`src/rtl/config_pkg.sv`:
```
// Core configuration record; only the physical address width is consumed here.
package config_pkg;

  typedef struct packed {
    int unsigned PLEN;
  } cva6_cfg_t;

  localparam cva6_cfg_t cva6_cfg_empty = '{PLEN: 32'd34};

endpackage

```
`src/rtl/mptw_arbiter.sv`:
```
// Round-robin arbiter sharing one MPT walker between the load unit and the store buffer.
// One transaction at a time; aborted walks finish the walker handshake silently.
module mptw_arbiter #(
  parameter config_pkg::cva6_cfg_t CVA6Cfg = config_pkg::cva6_cfg_empty
) (
  input  logic                      clk_i,
  input  logic                      rst_ni,
  input  logic                      flush_i,
  input  logic                      ld_mptw_enable_i,
  input  logic [CVA6Cfg.PLEN-1:0]   ld_paddr_i,
  output logic                      ld_mptw_valid_o,
  output logic                      ld_mptw_allow_o,
  input  logic                      st_mptw_enable_i,
  input  logic [CVA6Cfg.PLEN-1:0]   st_paddr_i,
  output logic                      st_mptw_valid_o,
  output logic                      st_mptw_allow_o,
  output logic                      walk_req_o,
  input  logic                      walk_gnt_i,
  output logic [CVA6Cfg.PLEN-1:0]   walk_paddr_o,
  output logic                      walk_we_o,
  input  logic                      walk_valid_i,
  input  logic                      walk_allow_i,
  output logic                      busy_o
);

  localparam int unsigned PLEN = CVA6Cfg.PLEN;

  typedef enum logic [1:0] {
    IDLE = 2'd0,
    REQ  = 2'd1,
    WAIT = 2'd2,
    RESP = 2'd3
  } state_e;

  state_e            state_q, state_d;
  logic              owner_q, owner_d;   // 1 = store buffer owns the walker
  logic              last_q, last_d;     // last winner, 1 = store
  logic              allow_q, allow_d;
  logic              abort_q, abort_d;
  logic [PLEN-1:0]   paddr_q, paddr_d;

  logic              ld_valid_q, ld_allow_q;
  logic              st_valid_q, st_allow_q;
  logic              walk_req_q, busy_q;

  logic              win;
  logic              owner_en;
  logic              abort_now;
  logic              resp_d;

  // Next-state, grant and abort tracking
  always_comb begin
    state_d   = state_q;
    owner_d   = owner_q;
    last_d    = last_q;
    allow_d   = allow_q;
    abort_d   = abort_q;
    paddr_d   = paddr_q;
    win       = 1'b0;
    owner_en  = owner_q ? st_mptw_enable_i : ld_mptw_enable_i;
    // Store-owned walks survive a flush: committed stores are non-speculative.
    abort_now = abort_q | ~owner_en | (flush_i & ~owner_q);

    case (state_q)
      IDLE: begin
        abort_d = 1'b0;
        if (ld_mptw_enable_i | st_mptw_enable_i) begin
          win     = (ld_mptw_enable_i & st_mptw_enable_i) ? ~last_q : st_mptw_enable_i;
          owner_d = win;
          last_d  = win;
          paddr_d = win ? st_paddr_i : ld_paddr_i;
          state_d = REQ;
        end
      end
      REQ: begin
        abort_d = abort_now;
        if (walk_gnt_i) begin
          state_d = WAIT;
        end
      end
      WAIT: begin
        abort_d = abort_now;
        if (walk_valid_i) begin
          allow_d = walk_allow_i & ~abort_now;
          abort_d = 1'b0;
          state_d = abort_now ? IDLE : RESP;
        end
      end
      RESP: begin
        abort_d = 1'b0;
        state_d = IDLE;
      end
      default: begin
        state_d = IDLE;
      end
    endcase
  end

  assign resp_d = (state_d == RESP);

  always_ff @(posedge clk_i or negedge rst_ni) begin
    if (!rst_ni) begin
      state_q    <= IDLE;
      owner_q    <= 1'b0;
      last_q     <= 1'b0;
      allow_q    <= 1'b0;
      abort_q    <= 1'b0;
      paddr_q    <= '0;
      ld_valid_q <= 1'b0;
      ld_allow_q <= 1'b0;
      st_valid_q <= 1'b0;
      st_allow_q <= 1'b0;
      walk_req_q <= 1'b0;
      busy_q     <= 1'b0;
    end else begin
      state_q    <= state_d;
      owner_q    <= owner_d;
      last_q     <= last_d;
      allow_q    <= allow_d;
      abort_q    <= abort_d;
      paddr_q    <= paddr_d;
      ld_valid_q <= resp_d & ~owner_d;
      ld_allow_q <= resp_d & ~owner_d & allow_d;
      st_valid_q <= resp_d & owner_d;
      st_allow_q <= resp_d & owner_d & allow_d;
      walk_req_q <= (state_d == REQ);
      busy_q     <= (state_d != IDLE);
    end
  end

  assign ld_mptw_valid_o = ld_valid_q;
  assign ld_mptw_allow_o = ld_allow_q;
  assign st_mptw_valid_o = st_valid_q;
  assign st_mptw_allow_o = st_allow_q;
  assign walk_req_o      = walk_req_q;
  assign walk_paddr_o    = paddr_q;
  assign walk_we_o       = owner_q;
  assign busy_o          = busy_q;

endmodule
```
`config.mk`:
```
export PLATFORM = sky130hd
export DESIGN_NAME = mptw_arbiter
export DESIGN_NICKNAME = d
export VERILOG_FILES = /design/src/rtl/config_pkg.sv /design/src/rtl/mptw_arbiter.sv
export SDC_FILE = /design/constraint.sdc
export NUM_CORES = 1
export LEC_CHECK = 0
export ABC_AREA = 0
export ABC_CLOCK_PERIOD_IN_PS = 1700
export CELL_PAD_IN_SITES_DETAIL_PLACEMENT = 0
export CELL_PAD_IN_SITES_GLOBAL_PLACEMENT = 2
export CORE_UTILIZATION = 25
export CTS_CLUSTER_DIAMETER = 60
export DETAILED_ROUTE_END_ITERATION = 10
export GPL_ROUTABILITY_DRIVEN = 0
export PLACE_DENSITY = 0.78
export SKIP_LAST_GASP = 1
export SYNTH_ARGS = -nofsm -noshare
export SYNTH_HDL_FRONTEND = slang
export SYNTH_SLANG_ARGS = --single-unit
```
`constraint.sdc`:
```
create_clock -name clk_i -period 1.7 [get_ports clk_i]
set_input_delay 0.34 -clock clk_i [delete_from_list [all_inputs] [get_ports clk_i]]
set_output_delay 0.34 -clock clk_i [all_outputs]
set_load 0.005 [all_outputs]
```
==> summary.txt <==
Clock tree
  – TritonCTS clock tree: built
  – CTS sink cnt: 45
  – H-tree lvl count: 2
  – Clock transition at the registers of the reported paths: 90 ps
  – Clk_lat worst skew: 290 ps
  – PostCTS Resize Cnt: 0
  – Bufs on Longest Clock Path: 2
  – CTS root buffer: clkbuf_8
  – Hold_buf cts: 0
  – Setup bufs post-CTS: 0
  – CTS buffer count: 5

Logic synthesis
  – Mapped Avg Cell Area: 15.2 um2
  – Seq/Total Area, Yosys: 49.0%
  – Syn_nets: 227
  – Post-synth EDFFs: 0
  – Top post-synthesis cells by area: dfrtp_1 49%, mux2_4 20%, mux2_2 19%
  – Synth warn: 0
  – FF+latch count, synth: 45
  – Prevailing post-synth register cell: dfrtp_1
  – Mapped Area: 2300 um2
  – Commonest cells in the synthesized netlist: 45 x dfrtp_1, 38 x mux2_2, 30 x mux2_4, 4 x a21oi_1
  – Cell variety after synth: 26
  – Most numerous cell in the Yosys netlist: dfrtp_1
  – Area leader, netlist: dfrtp_1
  – Cells after synthesis: 151
  – Share of the synthesized area in the top cell type: 49.0%
  – Async S/R FF share, synth: 100%

Worst setup path
  – Worst path required time: 1890 ps
  – Worst reg2reg setup slack: 160 ps
  – Reg-to-Reg Start: last_q$_DFFE_PN0P_
  – Worst Setup EP: walk_paddr_o[1]$_DFFE_PN0P_
  – R2R Path End: walk_paddr_o[17]$_DFFE_PN0P_
  – Buffer and inverter count on the worst path: 2
  – CP Cell Sequence: clkdlybuf4s50_1 > a21bo_2 > buf_12 > mux2_2 > mux2_2
  – Max stage delay on crit path: 480 ps
  – Crit path depth: 5
  – Max FO, Critical Path: 22
  – Setup CP Type: in -> reg
  – Worst r2r path cells: 4
  – Worst Setup Start Kind: input pin
  – Worst setup EP type: flop
  – CP max stage cell: clkdlybuf4s50_1
  – Cell mode on critical path: mux2_2
  – Worst Path Arrival: 1830 ps
  – Crit path from: ld_mptw_enable_i
  – Top delay family on crit path: buffers and inverters

Finish
  – Footprint of the multi-input gates: 1090 um2
  – Max reg flops: 34
  – Synth-to-Final Area Change: 63.5%
  – Fin nets: 355
  – Seq. cell area: 1130 um2
  – N_diodes: 0
  – Layout cells sized above 1: 33.6%
  – FILL cells: 846
  – Design Area, Final: 3760 um2

Power and ir drop
  – P_int: 3.83 mW
  – Power share of the clock group: 16.0%
  – Max IR drop VDD: 0.573 mV
  – Seq pwr share: 34.9%
  – Pleak: 1.61 nW
  – Combinational share of power: 49.1%
  – Switching share of power: 27.4%
  – Pwr per Cell Area: 1400 nW/um2
  – P_sw: 1.45 mW

Route
  – Drt first pass iters: 7
  – Routed WL: 5270 um
  – Via count: 1697
  – ANT nets after route: 0
  – DRC: 11
  – DR WL/cell: 13.6 um
  – 1st-iter DRT viols: 28
  – Via density: 4.37

Die
  – Die X: 97.9 um
  – Die Ht: 97.9 um
  – IO Pins: 117
  – Die area: 9580 um2
  – Row cnt: 34
  – Core area: 8810 um2
  – Starting density of the core: 26.1%

STA
  – Worst slew pin tran: 516 ps
  – Fmax achieved: 0.608 GHz
  – Final hold violation count: 0
  – Setup Skew: 8.73 ps
  – Final Cycle Share: 96.7%
  – RSZ-0062 raised after global routing: false
  – TNS Setup: 0 ps
  – Max-slew headroom: 65.6%
  – Final setup viols: 0
  – Worst hold slack: 4.56 ps
  – Final Max Slew Viols: 0
  – Fin crit period: 1640 ps

Global route
  – Pin count of the biggest net entering global routing: 26
  – Global Route Usage Sum: 11.5%
  – Gr ovfl total: 0
  – First-pass GRT wire length: 8930 um
  – Antenna violations before repair: 0
  – Vias in the first global route: 1815

Place
  – Placed Instance Area: 3640 um2
  – Port bufs: 116
  – Hpwl dp: 4030 um

Run status
  – Status: complete, but fails checks
  – Failing checks: DRC

Flow run
  – Max-cap violations: 0

Min path
  – Hold Path Class: in -> async
## power by group through the flow
stage	logic (mW)	clock network, mW	registers [mW]
6_report	2.59	0.846	1.84
5_1_grt	2.79	0.927	1.94
4_1_cts	2.65	0.890	1.85
3_5_place_dp	2.64	0	1.87
3_3_place_gp	2.62	0	1.86
2_1_floorplan	1.18	0	1.89
## how the worst min path moves through the flow
stage	slack, ps	end	from	depth (start not counted)
final	5	walk_paddr_o[7]$_DFFE_PN0P_	rst_ni	1
after global routing	40	walk_paddr_o[7]$_DFFE_PN0P_	rst_ni	1
after CTS	10	walk_paddr_o[7]$_DFFE_PN0P_	rst_ni	1
after detailed placement	350	walk_paddr_o[7]$_DFFE_PN0P_	rst_ni	1
after global placement	350	walk_paddr_o[7]$_DFFE_PN0P_	rst_ni	1
after floorplan	40	abort_q$_DFF_PN0_	rst_ni	0
## layout by cell type (no fill, tap or decap)
| cell | n |
|---|---|
| nand3b_1 | 1 |
| o21ai_0 | 2 |
| clkdlybuf4s50_1 | 115 |
| and2_1 | 1 |
| mux2_2 | 38 |
| a21bo_2 | 2 |
| buf_2 | 1 |
| clkinvlp_4 | 1 |
| bufinv_16 | 1 |
| dfrtp_1 | 45 |
| a21oi_1 | 4 |
| and4b_1 | 1 |
| o21ai_4 | 1 |
| and4_1 | 1 |
| nor2b_1 | 2 |
| nor3b_1 | 2 |
| o211ai_1 | 2 |
| nand3_1 | 1 |
| buf_4 | 9 |
| buf_12 | 3 |
| nand2b_1 | 2 |
| nor2_1 | 2 |
| a211o_1 | 1 |
| o32ai_2 | 1 |
| mux2_4 | 30 |
| nand2_1 | 2 |
| or3b_2 | 1 |
| clkbuf_8 | 6 |
| inv_1 | 2 |
## logic make-up (layout without fill, tap and decap cells)
family / after synthesis / after routing / share of synthesized area (%)
and+or+nand+nor: 16 / 16 / 4.41
DFF: 45 / 45 / 49.0
muxes: 68 / 68 / 38.2
buffers and inverters: 9 / 138 / 4.08
AOI/OAI and AO/OA: 13 / 13 / 4.30
## through the flow
stage / worst slack (ps) / util (%) / power (mW) / instances
4_1_cts: 51.9 / 42.7 / 5.39 / 388
2_1_floorplan: 199 / - / 3.07 / 151
5_1_grt: 6.95 / 42.7 / 5.65 / 388
3_5_place_dp: -281 / 41.3 / 4.51 / 380
3_3_place_gp: -252 / 41.3 / 4.47 / 380
6_report: 56.1 / 42.7 / 5.28 / 388
## layer usage
metal | GRT usage (%) | part of all wire [%]
met5 | 0 | 0
met4 | 3.15 | 0.44
met2 | 19.1 | 48
met1 | 14.1 | 41
met3 | 3.94 | 11
## worst reg2reg max path: stages (launching register included)
cell and delay, ps:
dfrtp_1 410, a21bo_2 260, buf_12 170, mux2_4 330, mux2_2 260
## cell type report
type	count	share of cell area, %
clock buffers	6	2.20
clock inverters	2	0.999
inverters	2	0.200
multi-input cells	97	28.9
flip-flops and latches	45	30.0
well taps	108	3.60
repair buffers	128	34.2
No activity file was read; power rests on OpenSTA's default activity.
